## config.mk

```make
export PLATFORM = sky130hd
export DESIGN_NAME = simproc_dbg_ctrl
export DESIGN_NICKNAME = d
export VERILOG_FILES = /design/src/rtl/simproc_dbg_pkg.sv /design/src/rtl/simproc_dbg_retcnt.sv /design/src/rtl/simproc_dbg_ctrl.sv
export SDC_FILE = /design/constraint.sdc
export NUM_CORES = 1
export LEC_CHECK = 0
export ABC_AREA = 1
export BUFFER_PORTS_ARGS = -buffer_cell sky130_fd_sc_hd__buf_2
export CAP_MARGIN = 20
export CORE_UTILIZATION = 35
export CTS_CLUSTER_DIAMETER = 50
export DETAILED_ROUTE_END_ITERATION = 16
export GPL_ROUTABILITY_DRIVEN = 0
export SYNTH_ARGS = -nofsm -noshare
export SYNTH_HDL_FRONTEND = slang
export SYNTH_HIERARCHICAL = 1
export SYNTH_SLANG_ARGS = --single-unit
```

## constraint.sdc

```tcl
create_clock -name clk -period 1.8 [get_ports clk]
set_input_delay 0.18 -clock clk [delete_from_list [all_inputs] [get_ports clk]]
set_output_delay 0.18 -clock clk [all_outputs]
set_load 0.05 [all_outputs]
```

## src/rtl/simproc_dbg_pkg.sv

```systemverilog
// Shared types for the simproc debug host controller.
package simproc_dbg_pkg;

    typedef enum logic [2:0] {
        CMD_SETPC  = 3'd0,
        CMD_STEP   = 3'd1,
        CMD_RUN    = 3'd2,
        CMD_STOP   = 3'd3,
        CMD_PCREAD = 3'd4
    } dbg_cmd_t;

    typedef enum logic [2:0] {
        ST_IDLE   = 3'd0,
        ST_SETPC  = 3'd1,
        ST_LAUNCH = 3'd2,
        ST_STEPW  = 3'd3,
        ST_RUNW   = 3'd4,
        ST_DRAIN  = 3'd5,
        ST_RESP   = 3'd6
    } dbg_state_t;

endpackage

```

## src/rtl/simproc_dbg_retcnt.sv

```systemverilog
// Saturating retired-instruction counter; clear has priority over increment.
module simproc_dbg_retcnt #(
    parameter int CNT_W = 16
) (
    input  logic             clk,
    input  logic             rst,
    input  logic             clr,
    input  logic             inc,
    output logic [CNT_W-1:0] count
);

    localparam logic [CNT_W-1:0] ONE = {{(CNT_W-1){1'b0}}, 1'b1};

    always_ff @(posedge clk or negedge rst) begin
        if (!rst) begin
            count <= '0;
        end else if (clr) begin
            count <= '0;
        end else if (inc && (count != '1)) begin
            count <= count + ONE;
        end
    end

endmodule

```

## src/rtl/simproc_dbg_ctrl.sv

```systemverilog
// Debug host controller: sequences simproc through SETPC/STEP/RUN/STOP/PCREAD.
// Define SIMPROC_DBG_RETCNT_EN to build the retired-instruction counter.
//
// state  | meaning
// IDLE   | waiting for a command
// SETPC  | pulse pc_set_wr with the captured argument
// LAUNCH | one-cycle run kick
// STEPW  | stepping; run drops once the last instruction is in flight
// RUNW   | free-running until STOP is accepted
// DRAIN  | run low, waiting for the in-flight instruction to retire
// RESP   | response held until consumed
module simproc_dbg_ctrl
    import simproc_dbg_pkg::*;
#(
    parameter int CNT_W = 16
) (
    input  logic             clk,
    input  logic             rst,
    input  logic             cmd_valid,
    output logic             cmd_ready,
    input  logic [2:0]       cmd_op,
    input  logic [7:0]       cmd_arg,
    output logic             rsp_valid,
    input  logic             rsp_ready,
    output logic [2:0]       rsp_op,
    output logic [7:0]       rsp_pc,
    output logic [CNT_W-1:0] rsp_count,
    output logic             busy,
    output logic [7:0]       dbg_pc_set_val,
    output logic             dbg_pc_set_wr,
    output logic             dbg_run,
    input  logic [7:0]       dbg_pc_val,
    input  logic             dbg_halt,
    input  logic             dbg_done
);

    dbg_state_t state_q, state_d;
    logic [7:0] rem_q, rem_d;
    logic [7:0] arg_q;
    logic [2:0] op_q;
    logic [7:0] pc_q;
    logic       resp_seen_q;
    logic       resp_first;
    logic       accept;

    assign accept     = cmd_valid && cmd_ready;
    assign resp_first = (state_q == ST_RESP) && !resp_seen_q;

    always_comb begin
        state_d       = state_q;
        rem_d         = rem_q;
        cmd_ready     = 1'b0;
        dbg_run       = 1'b0;
        dbg_pc_set_wr = 1'b0;
        rsp_valid     = 1'b0;
        case (state_q)
            ST_IDLE: begin
                cmd_ready = 1'b1;
                if (cmd_valid) begin
                    case (cmd_op)
                        CMD_SETPC: state_d = ST_SETPC;
                        CMD_STEP: begin
                            if (cmd_arg == 8'd0) begin
                                state_d = ST_RESP;
                            end else begin
                                rem_d   = cmd_arg;
                                state_d = ST_LAUNCH;
                            end
                        end
                        CMD_RUN:  state_d = ST_LAUNCH;
                        default:  state_d = ST_RESP;
                    endcase
                end
            end
            ST_SETPC: begin
                dbg_pc_set_wr = 1'b1;
                state_d       = ST_RESP;
            end
            ST_LAUNCH: begin
                dbg_run = 1'b1;
                state_d = (op_q == CMD_STEP) ? ST_STEPW : ST_RUNW;
            end
            ST_STEPW: begin
                // Dropping run during the last instruction lets the core park itself.
                dbg_run = (rem_q != 8'd1);
                if (dbg_done) begin
                    if (rem_q == 8'd1) state_d = ST_RESP;
                    else               rem_d   = rem_q - 8'd1;
                end
            end
            ST_RUNW: begin
                dbg_run   = 1'b1;
                cmd_ready = (cmd_op == CMD_STOP);
                if (cmd_valid && cmd_ready) state_d = ST_DRAIN;
            end
            ST_DRAIN: begin
                if (dbg_done || dbg_halt) state_d = ST_RESP;
            end
            ST_RESP: begin
                rsp_valid = 1'b1;
                if (rsp_ready) state_d = ST_IDLE;
            end
            default: state_d = ST_IDLE;
        endcase
    end

    always_ff @(posedge clk or negedge rst) begin
        if (!rst) begin
            state_q     <= ST_IDLE;
            rem_q       <= '0;
            arg_q       <= '0;
            op_q        <= '0;
            pc_q        <= '0;
            resp_seen_q <= 1'b0;
        end else begin
            state_q     <= state_d;
            rem_q       <= rem_d;
            resp_seen_q <= (state_q == ST_RESP);
            if (accept) begin
                op_q <= cmd_op;
                if (state_q == ST_IDLE) arg_q <= cmd_arg;
            end
            if (resp_first) pc_q <= dbg_pc_val;
        end
    end

    // The PC is shown live on the first RESP cycle so SETPC reports the freshly written value.
    assign rsp_pc         = resp_first ? dbg_pc_val : pc_q;
    assign rsp_op         = op_q;
    assign busy           = (state_q != ST_IDLE);
    assign dbg_pc_set_val = (state_q == ST_SETPC) ? arg_q : 8'd0;

`ifdef SIMPROC_DBG_RETCNT_EN
    simproc_dbg_retcnt #(.CNT_W(CNT_W)) u_retcnt (
        .clk   (clk),
        .rst   (rst),
        .clr   (accept),
        .inc   (dbg_done && (state_q != ST_IDLE)),
        .count (rsp_count)
    );
`else
    assign rsp_count = '0;
`endif

endmodule

```

==> run metrics <==
Initial DRT Pass Iterations 4; Initial Util 37.3%; number of top-level pins 65; cells after synthesis 275; startpoint types flip-flop; crit path time final 1740 ps; flops & latches, synth 31; FMAX 576 MHz; CORE AREA 0.00527 mm²; Max IR drop VDD 0.959 mV; final count of hold timing violations 0; synth unique cells 26; Ys Warns 6; CP endpoint kind primary output; fin crit share 96.5%; Worst R2R Path Depth 11; ANT nets after route 0; # Max-Cap Violations 0; Post-route DRC 0; crit path max fanout 9; fin nets 360; largest cells by area after synthesis dfrtp_1 (39%), nand2_1 (15%), nor2_1 (7.4%), inv_1 (6.7%), buf_4 (6.5%); initial drt markers 82; Antenna diodes 0; Total Power 4850 µW; CTS max path bufs 2; detailed-route via count 1831; drt via density 4.54; Hold Crit Depth 2; FP Rows 26; largest net degree at the start of global routing 32; initial antenna violation count 0; commonest cells after routing, fill and taps aside nand2_1 (78), inv_1 (34), buf_2 (31), nor2_1 (28), dfrtp_1 (28); Synth top area share 39.5%; number of buffers created by CTS 5; slowest cell delay on critical path 410 ps; Hold Path Class in -> reg; full die area 0.00592 mm²; die width 76.9 µm; largest area contributor in the netlist dfrtp_1; Cell Pwr Density 1910 mW/mm²; Syn Area/Cell 7.15 µm²; global route total overflow 0; Sink Count 31; overall die height 76.9 µm; Setup TNS 0 ps; CTS tree built; synthesized area 0.00197 mm²; CP max-delay cell dfrtp_1; CP Class reg -> out; WP data arrival 1560 ps; outcome completed; sequential area share after synthesis 39.5%; first-pass GRT wire length 7.30 mm; FILL cells 530; vias in the first global route 1681; Slew headroom 52.0%; Syn-to-layout area delta 29.5%; Worst Setup Slack, final 62.5 ps; Worst Clk Skew 7.10 ps; Leak 0.00134 µW; commonest non-fill, non-tap cell in the layout nand2_1; RSZ-0062 raised after global routing true; hpwl dp 3.33 mm; Slew Limit Fails 0; htree depth 2; layout cells sized above 1 31.2%; Reg clk slew, reported paths 70 ps; Worst Path Required 1620 ps; drt wl/cell 10.9 µm; Slew @ Worst Pin 720 ps; root buf cell clkbuf_8; Total GRT Usage 15.7%; Post-Route WL 4.37 mm; critical path, cell by cell buf_4 -> nor2_2 -> inv_2 -> nor2_4 -> nor2_1 -> nand2_1 -> buf_6; pre-CTS WS 180 ps; Port Buffers 48; clk_lat worst skew 290 ps; setup violators final 0; WHS 148 ps
==> per-stage QoR <==
stage,cell area [µm²],std cells,util [%]
2_1_floorplan,2110,290,-
3_3_place_gp,2320,391,44.0
3_5_place_dp,2320,391,44.0
4_1_cts,2480,400,47.1
5_1_grt,2540,403,48.3
6_report,2540,403,48.3
==> flip-flops by register name (all words and copies together) (netlist names) <==
register and cells:
resp_seen_q 1, rsp_op 3, pc_q 8, arg_q 8, state_q 3, rem_q 8
==> per-layer routing <==
layer	vias up	global-route usage [%]	part of all wire [%]
li1	928	-	-
met1	831	17.8	44
met2	64	27.7	48
met3	8	3.10	5.8
met4	0	8.08	2.3
met5	-	0	0
==> kinds of logic (layout without fill, tap and decap cells) <==
| family | Yosys count | after routing | synth area share, % |
|---|---|---|---|
| AOI/OAI and AO/OA | 27 | 27 | 7.32 |
| adders and majority gates | 2 | 2 | 1.27 |
| and+or+nand+nor | 147 | 147 | 32.5 |
| other | 1 | 16 | 0.191 |
| buffers and inverters | 59 | 102 | 14.7 |
| muxes | 8 | 8 | 4.58 |
| DFF | 31 | 31 | 39.5 |
==> final cells by class <==
type,instances,area [µm²],share of cell area [%]
flip-flops and latches,31,779,30.6
inverters,39,150,5.90
clock inverters,1,5.00,0.197
well taps,70,87.6,3.44
multi-input cells,200,1050,41.4
clock buffers,6,82.6,3.24
repair buffers,56,387,15.2
==> timing repair <==
item                                   4_1_cts  5_1_grt
hold buffers                                 1        0
pin swaps                                    0        1
endpoints found under the hold margin       31        0
setup endpoints to repair                   17       17
setup buffers                                1        3
gates resized for setup                     23       12
==> synth_stat cells <==
master and number:
inv_2 4, nand2_2 3, nand2_4 2, mux2_1 1, conb_1 1, nor2_1 39, nand2_1 80, nor2_8 1
o211ai_1 1, inv_1 35, buf_2 3, o21bai_1 1, nand3_1 12, mux2_2 7, o21ai_2 1, a21oi_1 7
dfrtp_1 31, nand4_1 1, o21ai_0 16, o21ai_1 1, nor3_1 3, nand3b_1 1, nor2_2 3, buf_4 17
ha_1 2, nor2_4 2
==> final timing paths <==
kind | endpoint | startpoint | slack (ps)
hold reg to reg | arg_q[2] | arg_q[2] | 480
max in group asynchronous | rem_q[2] | rst | 800
hold / removal | pc_q[2] | dbg_pc_val[2] | 150
min in group asynchronous | rsp_op[2] | rst | 480
setup reg to reg | rem_q[7] | state_q[2] | 270
setup / recovery | dbg_run | state_q[2] | 60
==> worst max-delay path, delay by kind of cell (launching register included) <==
family,cells,cell delay (ps)
buf+inv,3,430
flops,1,410
simple gates,4,420
==> power breakdown <==
| group | leakage [µW] | internal, µW | switching [µW] |
|---|---|---|---|
| Clock | 0.0000470 | 300 | 260 |
| Combinational | 0.000925 | 956 | 2090 |
| Sequential | 0.000370 | 1030 | 212 |
(Power assumes the default switching activity.)
